==> config.mk <==
export PLATFORM = sky130hd
export DESIGN_NAME = corr_frame_sequencer
export DESIGN_NICKNAME = d
export VERILOG_FILES = /design/src/rtl/corr_frame_sequencer.sv
export SDC_FILE = /design/constraint.sdc
export NUM_CORES = 1
export LEC_CHECK = 0
export BUFFER_PORTS_ARGS = -buffer_cell sky130_fd_sc_hd__buf_2
export CORE_MARGIN = 2
export CORE_UTILIZATION = 50
export DETAILED_ROUTE_END_ITERATION = 7
export PLACE_DENSITY = 0.83
export RECOVER_POWER = 100
export SYNTH_ARGS = -nofsm -noshare
export SYNTH_HDL_FRONTEND = slang
export SYNTH_SLANG_ARGS = --single-unit
==> constraint.sdc <==
create_clock -name aclk -period 9.9 [get_ports aclk]
set_input_delay 2.97 -clock aclk [delete_from_list [all_inputs] [get_ports aclk]]
set_output_delay 2.97 -clock aclk [all_outputs]
set_load 0.1 [all_outputs]
==> src/rtl/corr_frame_sequencer.sv <==
// rtl/corr_frame_sequencer.sv - frames func_1/func_2 into zero-padded NFFT-point frames for the shared FFT core
module corr_frame_sequencer #(
    parameter int NFFT  = 256,
    parameter int LEN_W = 13
) (
    input  logic             aclk,
    input  logic             areset,
    input  logic             start,
    input  logic [LEN_W-1:0] N1,
    input  logic [LEN_W-1:0] N2,
    output logic             idle,
    output logic             len_err,
    output logic             done,
    input  logic [31:0]      func_1_tdata,
    input  logic             func_1_tvalid,
    output logic             func_1_tready,
    input  logic [31:0]      func_2_tdata,
    input  logic             func_2_tvalid,
    output logic             func_2_tready,
    output logic [31:0]      fft_tdata,
    output logic             fft_tvalid,
    input  logic             fft_tready,
    output logic             fft_tlast,
    output logic             fft_tuser,
    input  logic             corr_tvalid,
    input  logic             corr_tready,
    input  logic             corr_tlast
);

    localparam int CW = $clog2(NFFT) + 1;

    localparam logic [2:0] S_IDLE    = 3'd0;
    localparam logic [2:0] S_F1_DATA = 3'd1;
    localparam logic [2:0] S_F1_PAD  = 3'd2;
    localparam logic [2:0] S_F2_DATA = 3'd3;
    localparam logic [2:0] S_F2_PAD  = 3'd4;
    localparam logic [2:0] S_WAIT    = 3'd5;

    localparam logic [CW-1:0]  CNT_LAST = CW'(NFFT - 1);
    localparam logic [LEN_W:0] NFFT_P1  = (LEN_W + 1)'(NFFT + 1);

    logic [2:0]    state;
    logic [CW-1:0] cnt;
    logic [CW-1:0] n1_r;
    logic [CW-1:0] n2_r;
    logic          len_err_r;
    logic          done_r;
    logic          len_ok;
    logic          beat;
    logic          in_frame;
    logic [LEN_W:0] len_sum;

    // N1+N2-1 <= NFFT rewritten as N1+N2 <= NFFT+1 so no subtraction can wrap
    assign len_sum = {1'b0, N1} + {1'b0, N2};
    assign len_ok  = (N1 != '0) && (N2 != '0) && (len_sum <= NFFT_P1);

    assign in_frame = (state == S_F1_DATA) || (state == S_F1_PAD) ||
                      (state == S_F2_DATA) || (state == S_F2_PAD);

    always_comb begin
        fft_tdata     = '0;
        fft_tvalid    = 1'b0;
        fft_tuser     = 1'b0;
        func_1_tready = 1'b0;
        func_2_tready = 1'b0;
        case (state)
            S_F1_DATA: begin
                fft_tdata     = func_1_tdata;
                fft_tvalid    = func_1_tvalid;
                func_1_tready = fft_tready;
            end
            S_F1_PAD: begin
                fft_tvalid = 1'b1;
            end
            S_F2_DATA: begin
                fft_tdata     = func_2_tdata;
                fft_tvalid    = func_2_tvalid;
                func_2_tready = fft_tready;
                fft_tuser     = 1'b1;
            end
            S_F2_PAD: begin
                fft_tvalid = 1'b1;
                fft_tuser  = 1'b1;
            end
            default: ;
        endcase
    end

    assign fft_tlast = in_frame && (cnt == CNT_LAST);
    assign beat      = fft_tvalid && fft_tready;
    assign idle      = (state == S_IDLE);
    assign len_err   = len_err_r;
    assign done      = done_r;

    always_ff @(posedge aclk) begin
        if (areset) begin
            state     <= S_IDLE;
            cnt       <= '0;
            n1_r      <= '0;
            n2_r      <= '0;
            len_err_r <= 1'b0;
            done_r    <= 1'b0;
        end else begin
            len_err_r <= 1'b0;
            done_r    <= 1'b0;
            case (state)
                S_IDLE: begin
                    if (start) begin
                        if (len_ok) begin
                            // valid lengths never exceed NFFT, so they fit the counter width
                            n1_r  <= N1[CW-1:0];
                            n2_r  <= N2[CW-1:0];
                            cnt   <= '0;
                            state <= S_F1_DATA;
                        end else begin
                            len_err_r <= 1'b1;
                        end
                    end
                end
                S_F1_DATA: begin
                    if (beat) begin
                        if (cnt == CNT_LAST) begin
                            cnt   <= '0;
                            state <= S_F2_DATA;
                        end else begin
                            cnt <= cnt + 1'b1;
                            if (cnt == n1_r - 1'b1)
                                state <= S_F1_PAD;
                        end
                    end
                end
                S_F1_PAD: begin
                    if (beat) begin
                        if (cnt == CNT_LAST) begin
                            cnt   <= '0;
                            state <= S_F2_DATA;
                        end else begin
                            cnt <= cnt + 1'b1;
                        end
                    end
                end
                S_F2_DATA: begin
                    if (beat) begin
                        if (cnt == CNT_LAST) begin
                            cnt   <= '0;
                            state <= S_WAIT;
                        end else begin
                            cnt <= cnt + 1'b1;
                            if (cnt == n2_r - 1'b1)
                                state <= S_F2_PAD;
                        end
                    end
                end
                S_F2_PAD: begin
                    if (beat) begin
                        if (cnt == CNT_LAST) begin
                            cnt   <= '0;
                            state <= S_WAIT;
                        end else begin
                            cnt <= cnt + 1'b1;
                        end
                    end
                end
                S_WAIT: begin
                    if (corr_tvalid && corr_tready && corr_tlast) begin
                        done_r <= 1'b1;
                        state  <= S_IDLE;
                    end
                end
                default: state <= S_IDLE;
            endcase
        end
    end

endmodule

# Word-level counts from Yosys, hierarchy flattened
# Cells that the tools add are included.
[word_totals]
regBits = 32
out_inout_bits = 40
elab_cells = 81
[op_classes]
n_addsub = 4
magnitude_cmp = 1
n_eq_ne = 20
muxes = 26
bitwise = 3
n_reduce_logical = 21
[ops]
columns = ["operator", "n"]
rows = [
  ["$pmux 32 s2", 1],
  ["$mux 3", 13],
  ["$mux 9", 4],
  ["$reduce_bool 13->1", 2],
  ["$eq 9x9->1", 2],
  ["$pmux 3 s6", 1],
  ["$pmux 9 s2", 1],
  ["$sub 9x1->9 const B", 2],
  ["$add 13x13->14", 1],
  ["$le 14x9->1 const B", 1],
  ["$ne 2x2->1 const B", 6],
  ["$reduce_and 11->1", 1],
  ["$add 9x1->9 const B", 1],
  ["$eq 9x8->1 const B", 1],
  ["$ne 2x1->1 const B", 4],
  ["$eq 3x2->1 const B", 2],
  ["$eq 3x3->1 const B", 2],
  ["$logic_and 1x1->1", 6],
  ["$ne 3x1->1 const B", 2],
  ["$reduce_or 2->1", 3],
  ["$mux 1", 5],
  ["$reduce_and 4->1", 1],
  ["$reduce_or 4->1", 1],
  ["$eq 3x1->1 const B", 1],
  ["other kinds (7)", 11],
]

# Longest topological paths before layout
[depth]
ltp_word = 6
ltp_mapped = 13

# Least setup slack after synthesis
# Ideal clock, no wire load.
[synth_path]
kind = "input -> output"
startpoint = "input func_1_tvalid"
endpoint = "output fft_tvalid"
arrival_ps = 5350
t_required_ps = 6930
path_slack_ps = 1580
cell_stages = 3
path_buffers = 0
path_cell_list = "a21oi_1 a31o_2 o21ai_0"
[synth_between]
elab_chain_len = 1
[synth_rtl]
columns = ["item", "line_no", "text"]
rows = [
  ["from (decl)", "15", "input logic func_1_tvalid,"],
  ["$pmux 1 s3", "66", "case (state)"],
  ["to (decl)", "21", "output logic fft_tvalid,"],
]
# Every way passes these cells.

# Worst setup path after layout
# Ends and elaborated chain as after synthesis.

==> results.ini <==
[clock_tree]
ctsHoldBuffers=0
clockBufferDepth=2
clkLatencyLatePin_ns=0.30
cts-resized-gates=0
path_clk_slew_ns=0.07
postCtsSetupRepairBufs=0
cts_buffers=5
cts_tree=yes
cts_htree_levels=2
cts-root-buf=clkbuf_8
cts.sinks=32

[logic_synthesis]
synth_cell_type_count=62
seq_area_frac_synth_pct=19.5
synthesis.nets=562
synthArstFlopShare_pct=0
yosysWarnings=0
synthCells=446
synthFlopType=dfxtp_1
syn_area_um2=3290
syn_area_per_cell_um2=7.38
yosys-top-cells-area=dfxtp_1 (19%), a22o_1 (9.1%), ha_1 (6.1%)
synth.largest_area_cell=dfxtp_1
ys_ff_latch=32
synth_top_area_share_pct=19.5
synth-edff-count=0

[layout]
nNetsFinal=673
regArea_um2=641
syn2layout_area_growth_pct=22.0
layout.cells.non_filler=635
drive_gt1_share_pct=21.0
num-fill-cells=582
multiInputGateArea_um2=2430
antennaDiodeCount=0

[power_and_ir_drop]
ir_drop_uv=77.6
powerDensity_nw_per_um2=97.4
p_leak_nw=1.67

[min_path]
hold_path_depth=2
holdPathEnd=n2_r[7]
min-delay-start=n2_r[7]
hold_class=flip-flop to flip-flop

[timing]
maxSlewViolCount=0
rsz0062_at_grt=no
fin_crit_sh_pct=74.4
setup_viol=0
period_needed_ns=7.36
slew_headroom_pct=2.41
tightestPinTransition_ns=1.46
hold_violations=0
setup_tns_ns=0
clock_skew_ns=0.00768
fmax_ghz=0.136

[floorplan]
die_y_um=85.1
die_w_um=85.1
rows=29
core_um2=6350
die-area_um2=7240
ios=139
initial_core_util_pct=51.8

[worst_setup_path]
ff2ff_path_depth=8
max_stage_delay_ns=0.88
crit_type=input pin to primary output
worstReg2RegStart=n2_r[0]
end_kind=primary output
worstPathArrival_ns=4.39
cp-start-kind=input pin
crit_fanout=2
r2r-end=state[0]
reg2reg_slack_ns=6.99
cp.required_ns=6.93
crit_slowest_cell=clkbuf_1
worstPathCellList=buf_2, a21oi_1, a31o_2, o21ai_0, clkbuf_1

[global_routing]
grt_overflow=0
busiest_layer=met2
grt_pass1_vias=3551
grtUsageTotal_pct=30.3
grt_pass1_wl_mm=17.8
use_met3_pct=6.61
grt_max_degree=36
met2_usage_pct=47.9
use_met1_pct=42.5
antenna_found_initial=0

[placement]
place_congestion=0.959
hpwlAfterDp_mm=8.77
io_buffers=138
dp.cells=627

[job]
drv_cap=0

[detailed_routing]
drt_first_iter_violations=407
viasPerCell=6.33
ant_nets=0
vias=4020
drt_wl_total_mm=11.3
drtPass1Iterations=6
drc=0
wire_per_inst_um=17.9

[status]
outcome=finished clean

==> cells in the final DEF, fill, tap and decap left out, types with 3 or more instances in the layout <==
cell       instances
a211o_1            4
a22oi_1            3
xnor2_1           16
xor2_1            10
a31oi_1            9
nor2b_1            4
ha_1              16
mux2i_1            3
inv_1             21
a22o_1            34
o21ai_0           37
or4_1              4
a21oi_1           35
nor2_1            23
clkbuf_1          43
o2bb2ai_1          3
a31o_2             3
nand3_1           27
and3_1             6
a311oi_1           3
nor3_1            10
nor4_1            10
dfxtp_1           32
or2_2              3
and4_1             3
o22ai_1            3
buf_2             96
and2_1             5
nand2b_1           5
o211ai_1           8
nand4_1            7
clkbuf_8           7
o2111ai_1          3
nand3b_1           3
or3_1              5
nand2_1           18
==> flip-flops by register name (all words and copies together), names as in the netlist <==
name and flops:
n1_r 9, done 1, n2_r 9, len_err 1, state 3, cnt 9
==> metrics by stage <==
step	power, W	util [%]	instance area, µm²	hold slack [ns]	setup slack, ns
after global routing	0.000405	63.2	4010	0.536	2.49
final	0.000391	63.2	4010	0.498	2.54
after detailed placement	0.000248	62.1	3940	0.487	2.98
after CTS	0.000389	64.1	4070	0.495	2.97
after floorplan	0.000209	-	3290	0.457	1.58
after global placement	0.000245	62.1	3940	0.475	2.99
==> synth_stat cells (all sizes together), types with 2 or more instances <==
cell type  instances
o21ai             39
a21oi             35
a22o              34
dfxtp             32
clkbuf            30
nand3             27
nor2              24
inv               21
nand2             18
ha                16
xnor2             16
nor3              10
nor4              10
xor2              10
a31oi              9
o211ai             8
and3               7
nand4              7
or3                6
and2               5
buf                5
nand2b             5
a211o              4
a311oi             4
nor2b              4
or4                4
a21boi             3
a22oi              3
a31o               3
and4               3
mux2i              3
nand3b             3
o2111ai            3
o22ai              3
o2bb2ai            3
or2                3
a211oi             2
a21o               2
a32o               2
o21a               2
o21bai             2
o31a               2
==> layer usage <==
| metal | part of all wire [%] | up-vias | routed length, µm |
|---|---|---|---|
| li1 | - | 1923 | - |
| met1 | 44 | 1881 | 4960 |
| met2 | 46 | 196 | 5270 |
| met3 | 8.5 | 20 | 960 |
| met4 | 1.3 | 0 | 149 |
| met5 | 0 | - | 0 |
==> final cells by class <==
| cell class | count | area share [%] |
|---|---|---|
| Inverter | 21 | 1.96 |
| Multi-Input combinational cell | 358 | 60.5 |
| Sequential cell | 32 | 16.0 |
| Tap cell | 77 | 2.40 |
| Timing Repair Buffer | 139 | 16.0 |
| Clock inverter | 1 | 0.748 |
| Clock buffer | 7 | 2.40 |
==> worst max-delay path by stage <==
| stage | endpoint | from | depth (start not counted) |
|---|---|---|---|
| finish | fft_tvalid | func_1_tvalid | 5 |
| global route | fft_tvalid | func_1_tvalid | 5 |
| CTS | fft_tvalid | func_1_tvalid | 5 |
| detailed placement | fft_tvalid | func_1_tvalid | 5 |
| global placement | fft_tvalid | func_1_tvalid | 5 |
| floorplan | fft_tvalid | func_1_tvalid | 3 |
==> power breakdown <==
part | switching (W) | leakage (nW) | total (W) | internal, W
clock | 0.0000550 | 0.0645 | 0.000144 | 0.0000889
combinational | 0.0000719 | 1.35 | 0.000115 | 0.0000428
sequential | 0.00000240 | 0.258 | 0.000132 | 0.000130
==> worst max-delay path: cells and delay by family <==
kind / cells / cell delay (ns)
AO/OA/AOI/OAI: 3 / 0.46
buffers and inverters: 2 / 0.97
==> kinds of logic after synthesis <==
group	synth area share [%]
buf+inv	6.77
fa+ha+maj	6.69
flops	19.5
compound gates	35.7
xor+xnor	6.92
mux	0.913
simple gates	23.5
No activity file was read; power rests on OpenSTA's default activity.
